<file path="src/rtl/decoder_arb_pkg.sv">
// Shared types and constants for the round-robin select arbiter.
// Pure declarations; no logic, no latency, no flow control.
package decoder_arb_pkg;

    typedef enum logic {
        IDLE  = 1'b0,
        GRANT = 1'b1
    } arb_state_t;

    localparam int NUM_REQ = 8;
    localparam int IDX_W = 3;
    localparam logic [NUM_REQ-1:0] SEL_IDLE = 8'hFF;

endpackage

</file>
<file path="src/rtl/sel_decoder_3to8_n.sv">
// 3-to-8 decoder producing an active-low one-hot select, all ones when disabled.
// Combinational, zero latency; no flow control.
module sel_decoder_3to8_n
    import decoder_arb_pkg::*;
(
    input  logic [IDX_W-1:0]   idx,
    input  logic               en,
    output logic [NUM_REQ-1:0] sel_n
);

    always_comb begin
        sel_n = SEL_IDLE;
        if (en) begin
            sel_n[idx] = 1'b0;
        end
    end

endmodule

</file>
<file path="src/rtl/decoder_rr_arbiter.sv">
// 8-way round-robin arbiter driving a registered active-low one-hot select; ARB_TIMEOUT_EN adds forced release.
// Grant appears one edge after the request is sampled; one idle cycle between grants; requesters hold req until granted.
module decoder_rr_arbiter
    import decoder_arb_pkg::*;
#(
    parameter int MAX_HOLD = 16
) (
    input  logic               clk,
    input  logic               rst,
    input  logic               en,
    input  logic [NUM_REQ-1:0] req,
    output logic [NUM_REQ-1:0] gnt_n,
    output logic [IDX_W-1:0]   gnt_idx,
    output logic               gnt_valid,
    output logic               timeout
);

    if (MAX_HOLD < 1 || MAX_HOLD > 255) begin : g_bad_max_hold
        $error("MAX_HOLD must be within 1..255");
    end

    arb_state_t         state, state_nxt;
    logic [IDX_W-1:0]   ptr, ptr_nxt;
    logic [IDX_W-1:0]   idx_nxt;
    logic               to_nxt;
    logic               rel;
    logic               hold_hit;
    logic               grant_nxt;
    logic [IDX_W:0]     pick;
    logic [NUM_REQ-1:0] sel_nxt;

    // Returns {found, index} of the first request at or after p, wrapping past 7.
    function automatic logic [IDX_W:0] rr_pick(input logic [NUM_REQ-1:0] r,
                                               input logic [IDX_W-1:0]   p);
        logic [IDX_W:0]   res;
        logic [IDX_W-1:0] c;
        res = '0;
        for (int i = NUM_REQ - 1; i >= 0; i--) begin
            c = p + IDX_W'(i);
            if (r[c]) begin
                res = {1'b1, c};
            end
        end
        return res;
    endfunction

`ifdef ARB_TIMEOUT_EN
    localparam logic [7:0] HOLD_LAST = 8'(MAX_HOLD - 1);
    logic [7:0] hold_cnt;

    assign hold_hit = (hold_cnt == HOLD_LAST);

    always_ff @(posedge clk) begin
        if (rst) begin
            hold_cnt <= 8'd0;
        end else if (state == GRANT && state_nxt == GRANT) begin
            hold_cnt <= hold_cnt + 8'd1;
        end else begin
            hold_cnt <= 8'd0;
        end
    end
`else
    assign hold_hit = 1'b0;
`endif

    always_comb begin
        state_nxt = state;
        ptr_nxt   = ptr;
        idx_nxt   = gnt_idx;
        to_nxt    = 1'b0;
        rel       = 1'b0;
        pick      = rr_pick(req, ptr);
        case (state)
            IDLE: begin
                if (en && pick[IDX_W]) begin
                    state_nxt = GRANT;
                    idx_nxt   = pick[IDX_W-1:0];
                end
            end
            GRANT: begin
                if (!en || !req[gnt_idx]) begin
                    rel = 1'b1;
                end else if (hold_hit) begin
                    rel    = 1'b1;
                    to_nxt = 1'b1;
                end
                if (rel) begin
                    state_nxt = IDLE;
                    idx_nxt   = '0;
                    ptr_nxt   = gnt_idx + 3'd1;
                end
            end
            default: state_nxt = IDLE;
        endcase
    end

    assign grant_nxt = (state_nxt == GRANT);

    sel_decoder_3to8_n u_dec (
        .idx   (idx_nxt),
        .en    (grant_nxt),
        .sel_n (sel_nxt)
    );

    always_ff @(posedge clk) begin
        if (rst) begin
            state   <= IDLE;
            ptr     <= '0;
            gnt_idx <= '0;
            gnt_n   <= SEL_IDLE;
            timeout <= 1'b0;
        end else begin
            state   <= state_nxt;
            ptr     <= ptr_nxt;
            gnt_idx <= idx_nxt;
            gnt_n   <= sel_nxt;
            timeout <= to_nxt;
        end
    end

    assign gnt_valid = (state == GRANT);

endmodule
</file>
<file path="config.mk">
export PLATFORM = sky130hd
export DESIGN_NAME = decoder_rr_arbiter
export DESIGN_NICKNAME = d
export VERILOG_FILES = /design/src/rtl/decoder_arb_pkg.sv /design/src/rtl/sel_decoder_3to8_n.sv /design/src/rtl/decoder_rr_arbiter.sv
export SDC_FILE = /design/constraint.sdc
export NUM_CORES = 1
export LEC_CHECK = 0
export CAP_MARGIN = 20
export CORE_MARGIN = 4
export CORE_UTILIZATION = 45
export CTS_CLUSTER_SIZE = 24
export DETAILED_ROUTE_END_ITERATION = 10
export HOLD_SLACK_MARGIN = 0.06
export PLACE_DENSITY = 0.65
export SYNTH_ARGS = -nofsm -noshare
export SYNTH_HDL_FRONTEND = slang
export SYNTH_SLANG_ARGS = --single-unit
</file>
<file path="constraint.sdc">
create_clock -name clk -period 4.1 [get_ports clk]
set_clock_uncertainty 0.1 [all_clocks]
set_input_delay 0.615 -clock clk [delete_from_list [all_inputs] [get_ports clk]]
set_output_delay 0.615 -clock clk [all_outputs]
set_load 0.01 [all_outputs]
</file>
Word level (Yosys, flattened, before mapping)
Index checks and enable logic that the tools add are counted.

Register bits after elaboration: 15. Input port bits: 11. Logic and storage cells: 69.

$add $sub $neg: 8. $lt $le $gt $ge: 11. Mux-type cells: 36. Bitwise logic cells: 3. Reduce and logical (&&, ||, !) cells: 7.

Operators by type and width (number): < comparator 3 x 4 -> 1 bit (second input constant) (10); two-way mux 4 bit (8); binary-select mux 1 bit (select 3 bit) (9); two-way mux 1 bit (14); adder 3 bit (second input constant) (4); inverter 8 bit (1); adder 3 x 1 -> 3 bit (second input constant) (2); adder 3 x 2 -> 3 bit (second input constant) (2); two-way mux 3 bit (2); case mux 3 bit (2 select lines) (1); demux 1 bit (select 3 bit) (1); greater-or-equal comparator 3 x 1 -> 1 bit (second input constant) (1); logical AND 1 bit (2); logical NOT 1 bit (2); inverter 1 bit (2); case mux 1 bit (2 select lines) (1); AND reduction 2 bit (1); OR reduction 2 bit (1); logical OR 1 bit (1).

Depth between registers and ports, before layout
Depth in word-level cells: 19. Depth in mapped cells: 12.

Modules after synthesis
From an unflattened synthesis, not the netlist that was laid out.

Cells, all modules: 174. Area, all modules: 1576.5 µm².

By module, submodules not included: decoder_rr_arbiter (instances 1, cells each 166, area an instance 1500.2 µm²); sel_decoder_3to8_n (instances 1, cells each 8, area an instance 76.3 µm²).

Worst setup path before layout
Ideal clock, no wire load.

Path type: register to register. From: register ptr[0]. To: register gnt_n[0]. Setup time: 134 ps. Arrival: 2830 ps. Data required time: 3866 ps. Setup slack: 1036 ps. Stages on the path, launching flop included: 13. Path buffers: 3. Clock period less this slack: 3064 ps. Path through: dfxtp_1 -> buf_4 -> inv_1 -> ha_1 -> buf_4 -> buf_4 -> mux2i_1 -> mux4_2 -> a211oi_1 -> o21ai_1 -> and3_4 -> nor4_2 -> nand3_1.

Longest elaborated chain between the ends: 19. Elaborated cells between the ends (all ways): 44. Classes of those cells: add/sub (7); order compare (2); mux (30); bitwise (2); reduce/logical (3).

Ends and longest elaborated chain: start, declared (RTL line decoder_rr_arbiter.sv:23) `logic [IDX_W-1:0] ptr, ptr_nxt;`; start signal, assigned (RTL line decoder_rr_arbiter.sv:114) `ptr <= ptr_nxt;`; adder 3 bit (RTL line decoder_rr_arbiter.sv:39) `c = p + IDX_W'(i);`; binary-select mux 1 bit (select 3 bit) (RTL line decoder_rr_arbiter.sv:40) `if (r[c]) begin`; two-way mux 1 bit (not written as such) (RTL line decoder_rr_arbiter.sv:40); two-way mux 4 bit (7 in a row) (RTL line decoder_rr_arbiter.sv:40); two-way mux 4 bit * (RTL line decoder_rr_arbiter.sv:40); logical AND 1 bit (RTL line decoder_rr_arbiter.sv:75) `if (en && pick[IDX_W]) begin`; two-way mux 3 bit (RTL line decoder_rr_arbiter.sv:75); case mux 3 bit (2 select lines) (RTL line decoder_rr_arbiter.sv:73) `case (state)`; < comparator 3 x 4 -> 1 bit (not written as such) / greater-or-equal comparator 3 x 1 -> 1 bit (equally long branches) (RTL line sel_decoder_3to8_n.sv:14) `sel_n[idx] = 1'b0;`; logical AND 1 bit (not written as such) (RTL line sel_decoder_3to8_n.sv:14); two-way mux 1 bit (not written as such) (RTL line sel_decoder_3to8_n.sv:14); demux 1 bit (select 3 bit); inverter 8 bit (no source line); end signal, assigned (RTL line decoder_rr_arbiter.sv:116) `gnt_n <= sel_nxt;`; end, declared (RTL line decoder_rr_arbiter.sv:12) `output logic [NUM_REQ-1:0] gnt_n,`.

Mark *: on every way between the ends. The rest lies on a longest branch, timed or not. The select of a mux whose other input is x is not followed. A chain may end at the register's enable or synchronous reset.

Final worst setup path
From: input port req[2]. To: register gnt_n[6].

Longest elaborated chain between the ends: 18. Elaborated cells between the ends (all ways): 45. Classes of those cells: order compare (2); mux (36); bitwise (2); reduce/logical (5).

Ends and longest elaborated chain: start, declared (RTL line decoder_rr_arbiter.sv:11) `input logic [NUM_REQ-1:0] req,`; binary-select mux 1 bit (select 3 bit) (RTL line decoder_rr_arbiter.sv:40); two-way mux 1 bit (not written as such) (RTL line decoder_rr_arbiter.sv:40); two-way mux 4 bit (8 in a row) (RTL line decoder_rr_arbiter.sv:40); logical AND 1 bit (RTL line decoder_rr_arbiter.sv:75); two-way mux 3 bit (RTL line decoder_rr_arbiter.sv:75); case mux 3 bit (2 select lines) (RTL line decoder_rr_arbiter.sv:73); < comparator 3 x 4 -> 1 bit (not written as such) / greater-or-equal comparator 3 x 1 -> 1 bit (equally long branches) (RTL line sel_decoder_3to8_n.sv:14); logical AND 1 bit (not written as such) (RTL line sel_decoder_3to8_n.sv:14); two-way mux 1 bit (not written as such) (RTL line sel_decoder_3to8_n.sv:14); demux 1 bit (select 3 bit); inverter 8 bit (no source line).

Several ways; a longest one is shown, not always the timed one. The select of a mux whose other input is x is not followed.

==> flow_summary.yaml <==
finish:
  layout.nets: 201
  num_antenna_cells: 0
  drive_gt1_frac: 0.199
  n_fill_cell: 308
  area_growth_pct: 15.0
worst_setup_path:
  critPathMaxStageDelay_ns: 0.62
  cp.required_ns: 4.12
  critPathArrivalTime_ns: 3.36
  worst_path_max_delay_cell: "clkdlybuf4s50_1"
  reg2reg_from: "ptr[1]$_SDFFE_PP0P_"
  cp_cell_sequence: "clkdlybuf4s50_1, mux4_1, mux2_2, or3_1, a311o_1, o2111ai_2, a41oi_4, nand3b_1"
  path_max_fanout: 11
  r2r_slack_ns: 0.82
  crit_path_start_kind: "input pin"
  worst-r2r-cell-count: 10
  r2r-end: "gnt_n[6]$_SDFF_PP1_"
  endpoint_kind: "register"
  path_class: "in -> reg"
drt:
  wl_per_cell_um: 18.0
  drtAntennaViolNets: 0
  vias: 1481
  route.detailed.drc: 0
  avgViaCountPerCell: 6.38
  wl_mm: 4.17
  dr.pass1.iters: 4
  drtIter0Drc: 122
power_and_ir_drop:
  ir_drop_v: 0.000215
  clock_power_share: 0.219
  switching_power_mw: 0.202
  p_leak_nw: 0.671
  p_comb_frac: 0.476
  total_power_mw: 0.550
  power.share.switching: 0.368
  seq_power_share: 0.305
  powerDensity_nw_per_um2: 287
  p_int_mw: 0.347
synthesis:
  avgSynthCellArea_um2: 9.46
  ys_warn_count: 0
  synthTopCellsByArea: "mux4_2, dfxtp_1, mux2i_1, mux4_1, mux2_2"
  synth.top_cells.by_count: "nor2_1, dfxtp_1, a21oi_1, mux4_2, mux2i_1"
  synth-compound-area-share: 0.175
  synth_top_family_by_area: "multiplexers"
  synth-adder-area-share: 0.0225
  ys.flop_type: "dfxtp_1"
  synth_cell_types: 49
  synth_area_um2: 1670
  ys_seq_elements: 15
  synth_top_area_cell: "mux4_2"
  synth.area.mux_share: 0.356
  yosys.area_share.simple: 0.168
  syn_nets: 190
  synthDominantCellAreaShare: 0.189
  synthCells: 176
  yosys.area_share.xor_xnor: 0.0210
  synth_most_common_cell: "nor2_1"
  synth-seq-area-share: 0.180
  synthArstFlopShare: 0
  synth_edf_count: 0
worst_hold_path:
  worstHoldPathType: "reg -> reg"
  holdPathEnd: "gnt_valid$_SDFF_PP0_"
  hold_depth: 2
  min-delay-start: "gnt_valid$_SDFF_PP0_"
sta:
  finalMaxSlewViolations: 0
  worst_pin_slew_ns: 0.760
  fin_ws_ns: 0.763
  max_freq_mhz: 300
  timing.final.crit_period_ns: 3.34
  setup_tns_ns: 0
  setup_viol: 0
  rsz0062_at_grt: "false"
  fin_crit_sh: 0.814
  slew_headroom: 0.493
  hold_violations: 0
clock_network:
  post_cts_buffers: 0
  clockBufferDepth: 2
  worstSkewPairLatency_ns: 0.25
  clk_pin_slew_worst_paths_ns: 0.06
  cts_resized: 0
  cts_buffers: 3
  clock_sinks: 15
  clockRootBuffer: "clkbuf_8"
  htreeDepth: 1
  cts_tree: "built"
  ctsHoldBuffers: 0
floorplanning:
  start_util: 0.484
  ioPinCount: 24
  die_w_um: 68.8
  die_h_um: 68.8
  fp.coreArea_um2: 3440
  dieArea_um2: 4740
  core.rowCount: 21
run_status:
  outcome: "completed"
place:
  pre_cts_ws_ns: 0.534
  gp_congestion: 0.826
  hpwlAfterDp_mm: 3.11
  io_buffers: 22
grt:
  overflow: 0
  grt_usage: 0.198
  grt_max_degree: 21
  grt_pass1_vias: 1407
  antenna_found_initial: 0
  grt_pass1_wl_mm: 7.02
flow_run:
  drv_cap: 0
cell type report:
cell class                 instances  area, µm²  area share
multi-input combinational        135       1240       0.648
sequential                        15        300       0.157
timing repair buffer              25        243       0.127
tap                               46       57.6      0.0301
clock buffer                       3       41.3      0.0216
inverter                           7       26.3      0.0137
clock inverter                     1       5.00     0.00261
layer usage:
metal	GRT usage	part of all wire	routed length (µm)
met5	0	0	0
met4	0.0633	0.024	98
met3	0.0276	0.076	316
met2	0.319	0.47	1970
met1	0.273	0.43	1780
flip-flops by register name (all words and copies together) (netlist names):
signal and count:
gnt_valid 1, ptr 3, gnt_n 8, gnt_idx 3
power groups by stage:
stage               Combinational (mW)  Clock [mW]  Sequential, mW
global placement                 0.254           0           0.170
detailed placement               0.259           0           0.171
global route                     0.285       0.131           0.169
finish                           0.261       0.120           0.168
CTS                              0.260       0.124           0.168
floorplan                        0.203           0           0.168
logic make-up (layout without fill, tap and decap cells):
kind of cell / after synthesis / count (layout)
XOR/XNOR: 4 / 4
adder cells (fa/ha/maj): 3 / 3
multiplexers: 36 / 36
other: 1 / 1
AND/OR/NAND/NOR: 52 / 52
flip-flops: 15 / 15
buffers and inverters: 26 / 36
AO/OA/AOI/OAI: 39 / 39
critical path: cells and delay by family:
family / cells / cell delay, ns
muxes: 2 / 0.88
AOI/OAI and AO/OA: 3 / 0.66
buffers and inverters: 1 / 0.62
and+or+nand+nor: 2 / 0.57
cells in the final DEF, fill, tap and decap left out, types with 3 or more instances in the layout:
cell type	n
dfxtp_1	15
mux4_1	3
nand3_1	6
nand2b_1	3
nor2b_1	3
mux4_2	14
o21ai_0	3
nand3b_1	4
a21oi_1	14
clkdlybuf4s50_1	22
ha_1	3
nand2_1	8
mux2_2	7
buf_4	3
nor4_2	3
mux2i_1	12
clkbuf_8	3
nor3_1	3
inv_1	7
nor2_1	17
worst max path at each step:
stage                             start                  end  slack [ns]  cells past startpoint
finish                           req[2]  gnt_n[6]$_SDFF_PP1_        0.76                      8
floorplan           ptr[0]$_SDFFE_PP0P_  gnt_n[0]$_SDFF_PP1_        1.04                     12
detailed placement               req[0]  gnt_n[6]$_SDFF_PP1_        0.53                      8
global placement                 req[1]  gnt_n[6]$_SDFF_PP1_        0.59                      8
CTS                              req[2]  gnt_n[6]$_SDFF_PP1_        0.80                      8
global route        ptr[1]$_SDFFE_PP0P_  gnt_n[4]$_SDFF_PP1_        0.53                     10
stage by stage:
stage / hold WS [ns] / cells / util / cell area (µm²)
finish: 0.483 / 232 / 0.556 / 1910
global placement: 0.472 / 228 / 0.543 / 1870
global route: 0.518 / 232 / 0.556 / 1910
floorplan: 0.458 / 176 / - / 1670
CTS: 0.483 / 232 / 0.556 / 1910
detailed placement: 0.466 / 228 / 0.543 / 1870
Power figures use the tool's default switching activity.
